### src/rtl/ps2_glyph_rx_if.sv
// Pin and result bundle for the PS/2 glyph receiver.
// master is the receiver side; slave is the board/pin side.
`timescale 1ns/1ps
interface ps2_glyph_rx_if #(
  parameter int DIGITS = 4
);
  logic                  ps2_clk;
  logic                  ps2_dat;
  logic [7:0]            code;
  logic                  code_valid;
  logic                  parity_err;
  logic                  frame_err;
  logic [7*DIGITS-1:0]   glyph_bus;

  modport master (
    input  ps2_clk, ps2_dat,
    output code, code_valid, parity_err, frame_err, glyph_bus
  );

  modport slave (
    output ps2_clk, ps2_dat,
    input  code, code_valid, parity_err, frame_err, glyph_bus
  );
endinterface

### src/rtl/ps2_glyph_rx.sv
// PS/2 device-to-host receiver: frames bytes, drops break/extended codes, and
// shifts the mapped glyphs into an active-low 7-segment message buffer.
`timescale 1ns/1ps
module ps2_glyph_rx #(
  parameter int TIMEOUT_CYCLES = 100000,
  parameter int DIGITS         = 4
) (
  input  logic            clk,
  input  logic            rst_n,
  ps2_glyph_rx_if.master  bus
);
  localparam int GW = 7 * DIGITS;
  localparam int TW = $clog2(TIMEOUT_CYCLES + 1);

  typedef enum logic [1:0] {IDLE, DATA, PARITY, STOP} state_t;

  // Synchronisers idle high so reset release never fakes a falling edge.
  logic clk_s1, clk_s2, clk_s3;
  logic dat_s1, dat_s2;
  logic fall;

  always_ff @(posedge clk or negedge rst_n) begin
    if (!rst_n) begin
      clk_s1 <= 1'b1;
      clk_s2 <= 1'b1;
      clk_s3 <= 1'b1;
      dat_s1 <= 1'b1;
      dat_s2 <= 1'b1;
    end else begin
      clk_s1 <= bus.ps2_clk;
      clk_s2 <= clk_s1;
      clk_s3 <= clk_s2;
      dat_s1 <= bus.ps2_dat;
      dat_s2 <= dat_s1;
    end
  end

  assign fall = clk_s3 & ~clk_s2;

  state_t        state, state_nxt;
  logic [2:0]    bit_cnt, bit_cnt_nxt;
  logic [7:0]    shreg, shreg_nxt;
  logic          par, par_nxt;
  logic [TW-1:0] tmo_cnt, tmo_nxt;
  logic          timeout;
  logic          ev_good_nxt, ev_perr_nxt, ev_ferr_nxt;
  logic          ev_good, ev_perr, ev_ferr;
  logic [7:0]    ev_byte;

  always_ff @(posedge clk or negedge rst_n) begin
    if (!rst_n) begin
      state   <= IDLE;
      bit_cnt <= '0;
      shreg   <= '0;
      par     <= 1'b0;
      tmo_cnt <= '0;
      ev_good <= 1'b0;
      ev_perr <= 1'b0;
      ev_ferr <= 1'b0;
      ev_byte <= '0;
    end else begin
      state   <= state_nxt;
      bit_cnt <= bit_cnt_nxt;
      shreg   <= shreg_nxt;
      par     <= par_nxt;
      tmo_cnt <= tmo_nxt;
      ev_good <= ev_good_nxt;
      ev_perr <= ev_perr_nxt;
      ev_ferr <= ev_ferr_nxt;
      if (ev_good_nxt) ev_byte <= shreg;
    end
  end

  // An edge arriving in the timeout cycle keeps the frame alive.
  assign timeout = (state != IDLE) && !fall && (tmo_cnt == TW'(TIMEOUT_CYCLES));

  always_comb begin
    state_nxt   = state;
    bit_cnt_nxt = bit_cnt;
    shreg_nxt   = shreg;
    par_nxt     = par;
    ev_good_nxt = 1'b0;
    ev_perr_nxt = 1'b0;
    ev_ferr_nxt = 1'b0;
    tmo_nxt     = (fall || state == IDLE) ? '0 : tmo_cnt + TW'(1);

    if (timeout) begin
      state_nxt   = IDLE;
      ev_ferr_nxt = 1'b1;
    end else if (fall) begin
      case (state)
        IDLE: begin
          if (!dat_s2) begin
            state_nxt   = DATA;
            bit_cnt_nxt = '0;
          end else begin
            ev_ferr_nxt = 1'b1;
          end
        end
        DATA: begin
          shreg_nxt   = {dat_s2, shreg[7:1]};
          bit_cnt_nxt = bit_cnt + 3'd1;
          if (bit_cnt == 3'd7) state_nxt = PARITY;
        end
        PARITY: begin
          par_nxt   = dat_s2;
          state_nxt = STOP;
        end
        STOP: begin
          if (dat_s2 && (^{shreg, par})) ev_good_nxt = 1'b1;
          else if (!dat_s2)              ev_ferr_nxt = 1'b1;
          else                           ev_perr_nxt = 1'b1;
          state_nxt = IDLE;
        end
        default: state_nxt = IDLE;
      endcase
    end
  end

  // Returns {hit, glyph}; glyphs are {g,f,e,d,c,b,a}, active-low.
  function automatic logic [7:0] glyph_of(input logic [7:0] c);
    case (c)
      8'h45: glyph_of = {1'b1, 7'h40};
      8'h16: glyph_of = {1'b1, 7'h79};
      8'h1E: glyph_of = {1'b1, 7'h24};
      8'h26: glyph_of = {1'b1, 7'h30};
      8'h25: glyph_of = {1'b1, 7'h19};
      8'h2E: glyph_of = {1'b1, 7'h12};
      8'h36: glyph_of = {1'b1, 7'h02};
      8'h3D: glyph_of = {1'b1, 7'h78};
      8'h3E: glyph_of = {1'b1, 7'h00};
      8'h46: glyph_of = {1'b1, 7'h10};
      8'h1C: glyph_of = {1'b1, 7'h08};
      8'h32: glyph_of = {1'b1, 7'h03};
      8'h21: glyph_of = {1'b1, 7'h46};
      8'h23: glyph_of = {1'b1, 7'h21};
      8'h24: glyph_of = {1'b1, 7'h06};
      8'h2B: glyph_of = {1'b1, 7'h0E};
      8'h33: glyph_of = {1'b1, 7'h09};
      8'h4B: glyph_of = {1'b1, 7'h47};
      8'h44: glyph_of = {1'b1, 7'h40};
      8'h4D: glyph_of = {1'b1, 7'h0C};
      8'h3C: glyph_of = {1'b1, 7'h41};
      default: glyph_of = {1'b0, 7'h7F};
    endcase
  endfunction

  logic [GW-1:0] glyph_q, glyph_nxt;
  logic [7:0]    code_q;
  logic          code_valid_q, parity_err_q, frame_err_q;
  logic          brk, ext, brk_nxt, ext_nxt;
  logic [7:0]    map;

  always_comb begin
    map       = glyph_of(ev_byte);
    glyph_nxt = glyph_q;
    brk_nxt   = brk;
    ext_nxt   = ext;
    if (ev_good) begin
      if (ev_byte == 8'hF0) begin
        brk_nxt = 1'b1;
      end else if (ev_byte == 8'hE0) begin
        ext_nxt = 1'b1;
      end else begin
        if (!brk && !ext) begin
          if (ev_byte == 8'h66)      glyph_nxt = {7'h7F, glyph_q[GW-1:7]};
          else if (ev_byte == 8'h29) glyph_nxt = {glyph_q[GW-8:0], 7'h7F};
          else if (map[7])           glyph_nxt = {glyph_q[GW-8:0], map[6:0]};
        end
        brk_nxt = 1'b0;
        ext_nxt = 1'b0;
      end
    end
  end

  always_ff @(posedge clk or negedge rst_n) begin
    if (!rst_n) begin
      glyph_q      <= '1;
      code_q       <= 8'h00;
      code_valid_q <= 1'b0;
      parity_err_q <= 1'b0;
      frame_err_q  <= 1'b0;
      brk          <= 1'b0;
      ext          <= 1'b0;
    end else begin
      glyph_q      <= glyph_nxt;
      code_valid_q <= ev_good;
      parity_err_q <= ev_perr;
      frame_err_q  <= ev_ferr;
      brk          <= brk_nxt;
      ext          <= ext_nxt;
      if (ev_good) code_q <= ev_byte;
    end
  end

  assign bus.glyph_bus  = glyph_q;
  assign bus.code       = code_q;
  assign bus.code_valid = code_valid_q;
  assign bus.parity_err = parity_err_q;
  assign bus.frame_err  = frame_err_q;
endmodule

### src/flat_wrapper.sv
// flat-port wrapper written by rule: the top's interface ports become plain ports
module ps2_glyph_rx_flat 
#(
  parameter int TIMEOUT_CYCLES = 100000,
  parameter int DIGITS         = 4
)
  (clk, rst_n, bus_ps2_clk, bus_ps2_dat, bus_code, bus_code_valid, bus_parity_err, bus_frame_err, bus_glyph_bus);
  ps2_glyph_rx_if #(.DIGITS(DIGITS)) bus_i ();
  input  logic clk;
  input  logic rst_n;
  input wire logic [$bits(bus_i.ps2_clk)-1:0] bus_ps2_clk;
  input wire logic [$bits(bus_i.ps2_dat)-1:0] bus_ps2_dat;
  output wire logic [$bits(bus_i.code)-1:0] bus_code;
  output wire logic [$bits(bus_i.code_valid)-1:0] bus_code_valid;
  output wire logic [$bits(bus_i.parity_err)-1:0] bus_parity_err;
  output wire logic [$bits(bus_i.frame_err)-1:0] bus_frame_err;
  output wire logic [$bits(bus_i.glyph_bus)-1:0] bus_glyph_bus;
  assign bus_i.ps2_clk = bus_ps2_clk;
  assign bus_i.ps2_dat = bus_ps2_dat;
  assign bus_code = bus_i.code;
  assign bus_code_valid = bus_i.code_valid;
  assign bus_parity_err = bus_i.parity_err;
  assign bus_frame_err = bus_i.frame_err;
  assign bus_glyph_bus = bus_i.glyph_bus;
  ps2_glyph_rx #(.TIMEOUT_CYCLES(TIMEOUT_CYCLES), .DIGITS(DIGITS)) u_core (.clk(clk), .rst_n(rst_n), .bus(bus_i));
endmodule
### config.mk
export PLATFORM = sky130hd
export DESIGN_NAME = ps2_glyph_rx_flat
export DESIGN_NICKNAME = d
export VERILOG_FILES = /design/src/rtl/ps2_glyph_rx_if.sv /design/src/rtl/ps2_glyph_rx.sv /design/src/flat_wrapper.sv
export SDC_FILE = /design/constraint.sdc
export NUM_CORES = 1
export LEC_CHECK = 0
export ABC_AREA = 1
export BUFFER_PORTS_ARGS = -buffer_cell sky130_fd_sc_hd__clkbuf_2
export CAP_MARGIN = 30
export CELL_PAD_IN_SITES_DETAIL_PLACEMENT = 1
export CELL_PAD_IN_SITES_GLOBAL_PLACEMENT = 1
export CORE_UTILIZATION = 44
export CTS_BUF_LIST = sky130_fd_sc_hd__clkbuf_16
export DETAILED_ROUTE_END_ITERATION = 12
export HOLD_SLACK_MARGIN = 0.15
export PLACE_DENSITY_LB_ADDON = 0.08
export SYNTH_ARGS = -nofsm -noshare
export SYNTH_HDL_FRONTEND = slang
export SYNTH_SLANG_ARGS = --single-unit
### constraint.sdc
create_clock -name clk -period 2 [get_ports clk]
set_input_delay 0.2 -clock clk [delete_from_list [all_inputs] [get_ports clk]]
set_output_delay 0.2 -clock clk [all_outputs]
set_load 0.02 [all_outputs]
==> flow_metrics.env <==
export IMPL_p_leak_nw=2.53
export IMPL_finClkSkew_ns=0.00635
export IMPL_final_cells=735
export IMPL_grt_pass1_vias=3923
export IMPL_clock_sink_count=88
export IMPL_wire_per_inst_um=15.3
export IMPL_drive_gt1_share_pct=26.2
export IMPL_area_growth_pct=19.9
export IMPL_fp_row_count=36
export IMPL_grt_max_degree=57
export IMPL_ios=43
export IMPL_grt_usage_pct=23.1
export IMPL_vias_per_cell=5.13
export IMPL_fmax_mhz=525
export IMPL_drtIter0Drc=119
export IMPL_clkTransAtPathRegs_ns=0.07
export IMPL_place_congestion=0.889
export IMPL_crit_path_frequent_cell="nand2_1"
export IMPL_fin_crit_sh_pct=95.2
export IMPL_slowest_stage="dfrtp_2"
export IMPL_yosysWarningCount=0
export IMPL_cts_tree="built"
export IMPL_drtPass1Iterations=4
export IMPL_fin_ws_ns=0.0960
export IMPL_cts_root_buf="clkbuf_16"
export IMPL_synth_area_per_cell_um2=8.23
export IMPL_slew_headroom_pct=66.4
export IMPL_grt_ovfl_total=0
export IMPL_fillers=1205
export IMPL_multi_input_comb_area_um2=1940
export IMPL_numCtsBuffers=9
export IMPL_tightest_slew_ns=0.505
export IMPL_grt_pass1_wl_mm=18.4
export IMPL_dieWidth_um=102
export IMPL_ant_nets=0
export IMPL_end_kind="flip-flop"
export IMPL_cp_max_fo=14
export IMPL_hold_viol=0
export IMPL_critPathKind="reg -> reg"
export IMPL_antenna_found_initial=0
export IMPL_setup_viol=0
export IMPL_crit_arrival_ns=2.17
export IMPL_seqCellArea_um2=2250
export IMPL_fin_area_um2=5320
export IMPL_max_cap_viol_count=0
export IMPL_maxSlewViolCount=0
export IMPL_h_tree_depth=3
export IMPL_hp_class="reg -> reg"
export IMPL_worstSetupStartpointType="flip-flop"
export IMPL_cts_buffer_depth=2
export IMPL_outcome="finished, final reports clean"
export IMPL_synth_seq_cells=88
export IMPL_coreArea_um2=9770
export IMPL_initial_core_util_pct=45.4
export IMPL_fin_crit_ns=1.90
export IMPL_drc_errors=0
export IMPL_placed_cells=712
export IMPL_placed_area_um2=4840
export IMPL_num_vias=3770
export IMPL_clock_latency_ns=0.34
export IMPL_crit_path_cell_trace="nand2_1 -> inv_1 -> nand2_1 -> nor2_1 -> nor2_2 -> nand2_1 -> nor2_2 -> nand4_1 -> nand2_2 -> buf_6 -> nand2_1 -> o21ai_0"
export IMPL_synthesis_area_um2=4430
export IMPL_dpl_worst_slack_ns=0.0300
export IMPL_powerDensity_nw_per_um2=1050
export IMPL_syn_inst=539
export IMPL_crit_buf_inv=2
export IMPL_critPathTopFamily="simple AND/OR/NAND/NOR gates"
export IMPL_die_area_um2=10500
export IMPL_drt_wl_total_mm=11.3
export IMPL_ys_types=31
export IMPL_dieHeight_um=102
export IMPL_diodes=0
export IMPL_nets=609
export IMPL_peakVddDrop_mv=0.593
export IMPL_post_dp_hpwl_mm=7.72
export IMPL_io_buffers=42
export IMPL_slowest_delay_ns=0.45
export IMPL_cp_required_ns=2.27
export IMPL_synth_fp_nets=551
export IMPL_ys_seq_area_share_pct=50.6
==> through the flow <==
step / total power, W / TNS (ns) / hold WS, ns / utilization (%)
floorplan: 0.00315 / 0 / -0.0956 / -
global placement: 0.00353 / 0 / 0.201 / 49.5
detailed placement: 0.00363 / 0 / 0.197 / 49.5
CTS: 0.00562 / 0 / 0.346 / 53.4
global route: 0.00594 / -0.206 / 0.365 / 54.4
finish: 0.00557 / 0 / 0.341 / 54.4
==> layout make-up <==
cell class	instances	area share (%)
Clock buffer	9	4.24
Tap cell	133	3.13
Inverter	56	3.95
Clock inverter	7	2.24
Timing Repair Buffer	58	7.51
Sequential cell	88	42.4
Multi-Input combinational cell	384	36.6
==> sequential cells by signal, summed over array words and instances (netlist names), 2 cells and up <==
signal,flops
u_core.state,2
u_core.ev_byte,8
u_core.shreg,8
u_core.bus.code,8
u_core.bus.glyph_bus,28
u_core.tmo_cnt,17
u_core.bit_cnt,3
==> logic make-up (layout without fill, tap and decap cells) <==
| logic type | Yosys count | in the layout | synth area share [%] |
|---|---|---|---|
| flip-flops | 88 | 88 | 50.6 |
| AO/OA/AOI/OAI | 80 | 80 | 10.5 |
| AND/OR/NAND/NOR | 280 | 280 | 26.7 |
| buffers and inverters | 67 | 130 | 6.57 |
| adder cells (fa/ha/maj) | 8 | 8 | 2.26 |
| multiplexers | 7 | 7 | 1.58 |
| XOR/XNOR | 9 | 9 | 1.78 |
==> worst register-to-register path, delay by kind of cell (launching register included) <==
| family | cells | cell delay [ns] |
|---|---|---|
| AOI/OAI and AO/OA | 1 | 0.07 |
| buffers and inverters | 2 | 0.31 |
| DFF | 1 | 0.45 |
| and+or+nand+nor | 9 | 0.99 |
==> layer usage <==
metal,track usage (%),part of all wire (%)
met5,0,0
met4,9.67,1.6
met3,3.21,2.1
met2,40.3,52
met1,28.7,44
==> power by group <==
group          switching (W)  total (W)  leakage (nW)  internal [W]
Clock               0.000731    0.00195         0.162       0.00122
Combinational       0.000870    0.00136          1.29      0.000488
Sequential          0.000214    0.00226          1.08       0.00205
Total                0.00182    0.00557          2.53       0.00376
==> cells in the mapped netlist (all sizes together) <==
cell type | instances | share of area, %
dfrtp | 55 | 31
mux2i | 7 | 1.6
a21oi | 28 | 3.2
o21ai | 46 | 6.2
clkinv | 3 | 0.25
inv | 53 | 4.5
a32o | 2 | 0.45
buf | 8 | 1.6
xnor2 | 6 | 1.2
nand3 | 30 | 3.7
xor2 | 3 | 0.59
o211ai | 2 | 0.34
a211oi | 1 | 0.17
o31ai | 1 | 0.17
nor3b | 1 | 0.17
nor2 | 79 | 7.4
clkbuf | 3 | 0.25
nor3 | 14 | 1.6
dfstp | 33 | 20
ha | 8 | 2.3
nand2 | 148 | 13
nand4 | 8 | 1.1
==> cells in the final DEF, fill, tap and decap left out, types with 2 or more instances in the layout <==
cell type      Yosys  layout
nor3_1            14      14
clkbuf_2           0      41
o21ai_1            1       8
dfrtp_1           55      48
xor2_1             3       3
xnor2_1            6       6
inv_1             47      44
mux2i_1            7       7
nor2_1            73      66
bufinv_16          0       3
nand2_1          143     141
nor2_4             3       4
inv_2              6      10
o21ai_0           33      26
clkinv_1           3       2
dfstp_2           33      33
clkbuf_16          0      10
buf_4              0       9
a21oi_1           28      27
nand3_1           29      27
dlygate4sd3_1      0       3
nor2_2             3       9
ha_1               8       7
a32o_1             2       2
buf_12             0       3
o21ai_2           12      12
nand2_2            5       7
nand4_1            8       8
o211ai_1           2       2
nand3_2            0       2
clkinvlp_4         0       2
dfrtp_2            0       7
==> timing repair <==
| action | 4_1_cts | 5_1_grt |
|---|---|---|
| hold buffers | 3 | 0 |
| resized for setup | 1 | 30 |
| endpoints found under the hold margin | 10 | 0 |
| setup endpoints to repair | 1 | 33 |
| cloned | 0 | 2 |
| setup buffers | 0 | 2 |
| pin swaps | 0 | 4 |
==> worst paths after layout <==
path | from | endpoint | slack [ns] | cells after the start
worst max register to register | u_core.ev_byte[3] | u_core.bus.glyph_bus[1] | 0.1 | 12
worst max-delay path | u_core.ev_byte[3] | u_core.bus.glyph_bus[1] | 0.1 | 12
min in group asynchronous | rst_n | u_core.bus.code[2] | 0.37 | 2
worst min-delay path | u_core.ev_perr | u_core.bus.parity_err | 0.34 | 0
worst min register to register | u_core.ev_perr | u_core.bus.parity_err | 0.34 | 0
max in group asynchronous | rst_n | u_core.clk_s2 | 0.94 | 3
Note: power is estimated with default switching activity, not from simulation.
